File: src/rtl/umem_arbiter.sv
// umem_arbiter
//   Shares the single unified memory between the instruction-cache fill path
//   (I side, line reads only) and the data-cache fill/writeback path (D side,
//   line reads or writebacks). It grants one requester, latches that request,
//   and holds the memory strobes, address and write data steady until mem_rdy.
//   In that same cycle it raises a one-cycle done pulse to the owner.
//
//   Optional feature macro: ARB_RR_EN
//     defined   -> round-robin on simultaneous requests (last-grant register)
//     undefined -> fixed priority, D side wins ties
//
// Ports:
//   clk, rst_n            clock, asynchronous active-low reset
//   i_req, i_addr         instruction line read request / line address
//   i_done                one-cycle pulse, instruction read complete
//   d_req, d_we, d_addr,  data request, 1 = writeback, line address,
//   d_wdata               writeback line
//   d_done                one-cycle pulse, data transaction complete
//   rd_data               memory read data (valid during a done pulse)
//   busy                  transaction in flight
//   mem_addr, mem_re,     unified memory address, read strobe,
//   mem_we, mem_wdata     write strobe, write data
//   mem_rd_data, mem_rdy  unified memory read data, completion
module umem_arbiter #(
    parameter int AW = 14,
    parameter int DW = 64
) (
    input  logic          clk,
    input  logic          rst_n,
    input  logic          i_req,
    input  logic [AW-1:0] i_addr,
    output logic          i_done,
    input  logic          d_req,
    input  logic          d_we,
    input  logic [AW-1:0] d_addr,
    input  logic [DW-1:0] d_wdata,
    output logic          d_done,
    output logic [DW-1:0] rd_data,
    output logic          busy,
    output logic [AW-1:0] mem_addr,
    output logic          mem_re,
    output logic          mem_we,
    output logic [DW-1:0] mem_wdata,
    input  logic [DW-1:0] mem_rd_data,
    input  logic          mem_rdy
);

    typedef enum logic [1:0] {
        IDLE   = 2'd0,
        I_BUSY = 2'd1,
        D_BUSY = 2'd2
    } state_t;

    state_t        state;
    logic [AW-1:0] addr_reg;
    logic [DW-1:0] wdata_reg;
    logic          re_reg;
    logic          we_reg;
    logic          grant_d;

`ifdef ARB_RR_EN
    // 1 when the most recent grant went to the D side; reset to I so the
    // first tie after reset goes to D.
    logic last_d_reg;

    assign grant_d = d_req && (!i_req || !last_d_reg);

    always_ff @(posedge clk or negedge rst_n) begin
        if (!rst_n) begin
            last_d_reg <= 1'b0;
        end else if (state == IDLE && (i_req || d_req)) begin
            last_d_reg <= grant_d;
        end
    end
`else
    assign grant_d = d_req;
`endif

    // Strobes are registered and only change on grant and on completion,
    // so the memory sees them constant for the whole busy state.
    always_ff @(posedge clk or negedge rst_n) begin
        if (!rst_n) begin
            state     <= IDLE;
            addr_reg  <= '0;
            wdata_reg <= '0;
            re_reg    <= 1'b0;
            we_reg    <= 1'b0;
        end else begin
            case (state)
                IDLE: begin
                    if (grant_d) begin
                        state     <= D_BUSY;
                        addr_reg  <= d_addr;
                        wdata_reg <= d_wdata;
                        re_reg    <= ~d_we;
                        we_reg    <= d_we;
                    end else if (i_req) begin
                        state    <= I_BUSY;
                        addr_reg <= i_addr;
                        re_reg   <= 1'b1;
                        we_reg   <= 1'b0;
                    end
                end
                I_BUSY, D_BUSY: begin
                    if (mem_rdy) begin
                        state  <= IDLE;
                        re_reg <= 1'b0;
                        we_reg <= 1'b0;
                    end
                end
                default: begin
                    state  <= IDLE;
                    re_reg <= 1'b0;
                    we_reg <= 1'b0;
                end
            endcase
        end
    end

    // Done pulses follow mem_rdy in the same cycle; mem_rdy outside a busy
    // state never produces a pulse.
    assign i_done    = (state == I_BUSY) && mem_rdy;
    assign d_done    = (state == D_BUSY) && mem_rdy;
    assign busy      = (state != IDLE);
    assign rd_data   = mem_rd_data;
    assign mem_addr  = addr_reg;
    assign mem_wdata = wdata_reg;
    assign mem_re    = re_reg;
    assign mem_we    = we_reg;

endmodule

File: config.mk
export PLATFORM = sky130hd
export DESIGN_NAME = umem_arbiter
export DESIGN_NICKNAME = d
export VERILOG_FILES = /design/src/rtl/umem_arbiter.sv
export SDC_FILE = /design/constraint.sdc
export NUM_CORES = 1
export LEC_CHECK = 0
export ABC_AREA = 1
export BUFFER_PORTS_ARGS = -buffer_cell sky130_fd_sc_hd__buf_2
export CORE_AREA = 2 2 120 122
export DETAILED_ROUTE_END_ITERATION = 10
export DIE_AREA = 0 0 122 124
export GPL_TIMING_DRIVEN = 0
export HOLD_SLACK_MARGIN = 0.12
export PLACE_DENSITY_LB_ADDON = 0.12
export SYNTH_ARGS = -nofsm -noshare
export SYNTH_HDL_FRONTEND = slang
export SYNTH_SLANG_ARGS = --single-unit
File: constraint.sdc
create_clock -name clk -period 2.7 [get_ports clk]
set_input_delay 0.54 -clock clk [delete_from_list [all_inputs] [get_ports clk]]
set_output_delay 0.54 -clock clk [all_outputs]
set_load 0.05 [all_outputs]
==> impl_metrics.ini, run 1 <==
[synth]
syn_area_per_cell_um2 = 8.122
syn_area_um2 = 3882
ys.flop_type = dfrtp_1
yosysMostFrequentCell = nand2_1
synth_edf_count = 0
syn_inst = 478
synth_cell_types = 14
synth-seq-cells = 82
yosysSeqAreaShare_pct = 52.85
synth_fp_nets = 644
yosys-top-cells-count = nand2_1, dfrtp_1, buf_4
yosys_warnings = 0
ys_async_sr_fraction_pct = 100.0
synth_area_leaders = dfrtp_1, nand2_1, buf_4
synth.top_cell.area_share_pct = 52.85
synth_largest_area_cell = dfrtp_1

[timing]
rsz0062_at_grt = no
fmax_mhz = 529.9
min_period_ns = 1.887
tightest_slew_ns = 0.4969
fin_worst_skew_ns = 0.005942
slew_viol_final = 0
final.period_utilization_pct = 69.89
hold_viol_final = 0
finalSetupViolations = 0
fin_setup_tns_ns = 0
relSlewSlack_pct = 66.87

[routing]
via_per_inst = 4.011
wl_per_cell_um = 12.20
drtAntennaViolNets = 0
first_pass_iters = 4
drc_errors = 0
wirelength_mm = 11.20
drt-initial-drc-count = 107
vias = 3682

[critical_path]
critPathCaptureType = output port
cp_cell_sequence = inv_1 > ha_1 > inv_1 > buf_2
critical_path.slowest_cell = dfrtp_1
cp-start-kind = flip-flop
reg2reg_depth = 7
max_stage_delay_ns = 0.37
timing.rr.start = state[0]
crit_path_frequent_cell = inv_1
cp.depth = 4
critPathTopFamily = buffers and inverters
critical_path_class = flip-flop to output port
required_ns = 2.16
critPathLaunch = state[0]
critPathMaxFanout = 3
crit_arrival_ns = 1.35
critPathBufInv = 3

[finish]
area_growth_pct = 46.28
antenna_cells = 0
final_cells = 918
postLayoutCellArea_um2 = 5679
layout-drive-gt1-share_pct = 46.48
finalNetCount = 900
utilization_pct = 41.40

[clocking]
h-tree-depth = 3
ctsResizeCount = 0
cts_root_buf = clkbuf_16
clockBufferDepth = 2
worstSkewPairLatency_ns = 0.33
cts_hold_buf = 0
clock_sinks = 82
post_cts_buffers = 0
cts_buffers = 9
cts.clk_slew.worst_paths_ns = 0.06
tritoncts = built

[pwr]
powerDensity_nw_per_um2 = 1344
ir_drop_uv = 712.1
p_leak_nw = 3.499

[floorplanning]
die-width_um = 122
pin_count = 309
coreArea_um2 = 13720
die_area_um2 = 15130
die_y_um = 124
initial_utilization_pct = 28.30
num_rows = 43

[grt]
grt_util_all_layers_pct = 14.12
grt_pass1_vias = 3417
grt_first_pass_wirelength_mm = 16.65
antenna_found_initial = 0
grt_max_degree = 49
grt_remaining_overflow = 0
met2_usage_pct = 24.30
use_met3_pct = 3.892
grt_util_met1_pct = 17.15
top_usage_layer = met2

[place]
hpwl_mm = 8.825
dp_cells = 903
gp_congestion = 0.7044
port_buffers = 244
post_dp_cell_area_um2 = 5359

[worst_hold_path]
hold_path.class = input port to async pin

[status]
status = completed

[run]
cap_violations = 0
power by group:
part / switching (mW) / total (mW) / internal [mW] / leakage, nW
sequential: 0.309 / 2.12 / 1.81 / 1.02
combinational: 3.27 / 4.21 / 0.934 / 2.33
clock: 0.451 / 1.31 / 0.856 / 0.156
layout make-up:
cell class	count	area [um2]
clock inverter	2	60.06
buffer	83	588.1
timing repair buffer	245	1251
multi-input combinational	290	1156
sequential	82	2052
tap	180	225.2
clock buffer	13	260.3
fill	1425	8040
inverter	23	86.33
cell families after synthesis:
kind of cell | share of synthesized area [%]
compound gates | 1.934
simple gates | 26.55
flops | 52.85
buf+inv | 17.37
fa+ha+maj | 1.289
metrics by stage:
stage               hold WS (ns)  setup slack, ns  total power [mW]
finish                    0.1715           0.8129             7.635
global route              0.2057           0.7260             8.108
CTS                       0.1804           0.7802             7.751
detailed placement        0.4574            1.139             6.400
global placement          0.4516           0.3820             6.353
floorplan                 0.2444            1.212             5.298
layout by cell type (no fill, tap or decap), types with 2 or more instances in the layout:
cell type and n:
buf_2 254, buf_4 71, bufinv_16 2, clkbuf_1 4, clkbuf_16 9, clkbuf_8 2
dfrtp_1 82, ha_1 4, inv_1 21, inv_2 2, nand2_1 264, nand3_1 3
nor2_1 2, o21ai_0 14
worst paths after layout:
check,to,slack [ns]
setup / recovery,busy,0.81
hold / removal,mem_wdata[14],0.17
setup reg to reg,mem_wdata[18],1.17
hold reg to reg,mem_we,0.47
max in group asynchronous,mem_wdata[7],1.92
min in group clk,mem_wdata[63],0.40
sequential cells by signal, indices dropped and copies added, names as in the netlist:
signal     flops
mem_wdata     64
mem_addr      14
state          2
mem_re         1
mem_we         1
layer usage:
layer  up-vias  part of all wire, %  routed length (um)
li1       1875                    -                   -
met1      1619                   41                4576
met2       178                   50                5578
met3        10                  8.4                 944
met4         0                 0.94                 105
met5         -                    0                   0
Note: power is estimated with default switching activity, not from simulation.
==> inputs of run 2 (changes only) <==
CORE_AREA = 2 2 121 123   (was 2 2 120 122)
DIE_AREA = 0 0 123 125   (was 0 0 122 124)
clock period = 1.9 ns   (was 2.7 ns; I/O delays follow)
==> run 2 against run 1 <==
Compared with the run above:
- setup slack worse by 0.66 ns
- register-to-register slack lost 0.83 ns
- global-route usage down 0.39 points
- clock power rose by 49%
- critical path depth unchanged
- hold slack improved by 0.064 ns
- combinational power grew 42%
- sequential share of layout area decreased by 0.17 points
- sequential cell count stayed put
- highest routed layer unchanged
==> impl_metrics.ini, run 2 (synthesized netlist as in run 1, its figures left out) <==
[clocking]
h-tree-depth = 3
cts_buffers = 9
worstSkewPairLatency_ns = 0.34
cts_root_buf = clkbuf_16
ctsResizeCount = 0
cts.clk_slew.worst_paths_ns = 0.06
clock_sinks = 82
tritoncts = built
clockBufferDepth = 2
post_cts_buffers = 0

[routing]
first_pass_iters = 5
vias = 3736
drt-initial-drc-count = 104
wl_per_cell_um = 11.47
wirelength_mm = 10.59
via_per_inst = 4.048
drtAntennaViolNets = 0
drc_errors = 0

[critical_path]
critical_path_class = flip-flop to output port
critPathCaptureType = output port
crit_arrival_ns = 1.37
timing.rr.start = state[0]
critPathMaxFanout = 3
required_ns = 1.52
critPathLaunch = state[0]
cp-start-kind = flip-flop

[finish]
antenna_cells = 0
area_growth_pct = 46.99
mostFrequentLayoutCells = nand2_1, buf_2, dfrtp_1
layout-drive-gt1-share_pct = 46.55
utilization_pct = 40.18
largest_reg_flops = 64
finalNetCount = 901
final_common_cell = nand2_1

[timing]
fin_worst_skew_ns = 0.007726
fmax_mhz = 571.5
relSlewSlack_pct = 63.32
tightest_slew_ns = 0.5503
slew_viol_final = 0
rsz0062_at_grt = no
hold_viol_final = 0
finalSetupViolations = 0
min_period_ns = 1.750
final.period_utilization_pct = 92.09
worst_slack_ns = 0.1502

[pwr]
ir_drop_uv = 896.0
seqPwrFrac_pct = 27.4
power_frac_comb_pct = 54.7
p_leak_nw = 3.510
switching_share_pct = 52.56
internal_power_mw = 5.179
pwr-share-clk_pct = 17.9
powerDensity_nw_per_um2 = 1913
p_sw_mw = 5.738

[worst_hold_path]
hold_path.class = input port to flip-flop
hp-start = d_wdata[54]

[floorplanning]
coreArea_um2 = 14200
die-width_um = 123
pin_count = 309
die_y_um = 125
num_rows = 44
die_area_um2 = 15380
initial_utilization_pct = 27.33

[place]
port_buffers = 244
hpwl_mm = 8.237
gp_congestion = 0.7137
place_ws_ns = 0.3436

[status]
status = completed

[grt]
grt_pass1_vias = 3609
grt_first_pass_wirelength_mm = 16.62
antenna_found_initial = 0
grt_util_all_layers_pct = 13.73
grt_remaining_overflow = 0
grt_max_degree = 44

[run]
cap_violations = 0
run 2: what timing repair did:
item	CTS	global route
endpoints found under the setup margin	0	0
hold buffers	1	0
endpoints found under the hold margin	39	0
run 2: cell type report:
class / count / area, um2
inverter: 23 / 86.33
clock inverter: 5 / 103.9
fill: 1528 / 8497
buffer: 83 / 588.1
clock buffer: 10 / 229.0
timing repair buffer: 246 / 1261
tap: 184 / 230.2
sequential: 82 / 2052
multi-input combinational: 290 / 1156
run 2: power groups by stage:
stage	Sequential, mW	Combinational, mW	Clock [mW]
after floorplan	5.84	1.69	0
after CTS	3.00	6.05	2.03
final	2.99	5.97	1.95
after detailed placement	3.02	6.04	0
after global placement	3.00	5.99	0
after global routing	3.10	6.39	2.09
run 2: critical path: stages (launching register included):
cell	delay [ns]
dfrtp_1	0.37
inv_1	0.09
ha_1	0.25
inv_1	0.08
buf_2	0.26
run 2: layer usage:
metal	GRT usage, %	wire, um
met5	0	0
met4	5.615	215
met3	4.562	1095
met2	23.82	5100
met1	15.28	4178
run 2: path summary, 6_finish.rpt:
| check | slack (ns) | cells past startpoint | to |
|---|---|---|---|
| max in group asynchronous | 0.72 | 3 | mem_wdata[33] |
| setup reg to reg | 0.34 | 7 | mem_wdata[7] |
| min in group asynchronous | 0.56 | 2 | mem_addr[6] |
| setup / recovery | 0.15 | 4 | busy |
| hold reg to reg | 0.47 | 2 | mem_addr[12] |
| hold / removal | 0.24 | 3 | mem_wdata[54] |
run 2: through the flow:
stage               hold WS, ns  total power, mW  cell area, um2  setup TNS [ns]  instances
floorplan               0.08441            7.528            3882               0        478
global placement         0.4538            8.988            5334          -23.97        906
detailed placement       0.3980            9.057            5364               0        907
CTS                      0.2173            11.08            5707               0        923
global route             0.2285            11.57            5707               0        923
finish                   0.2353            10.92            5707               0        923
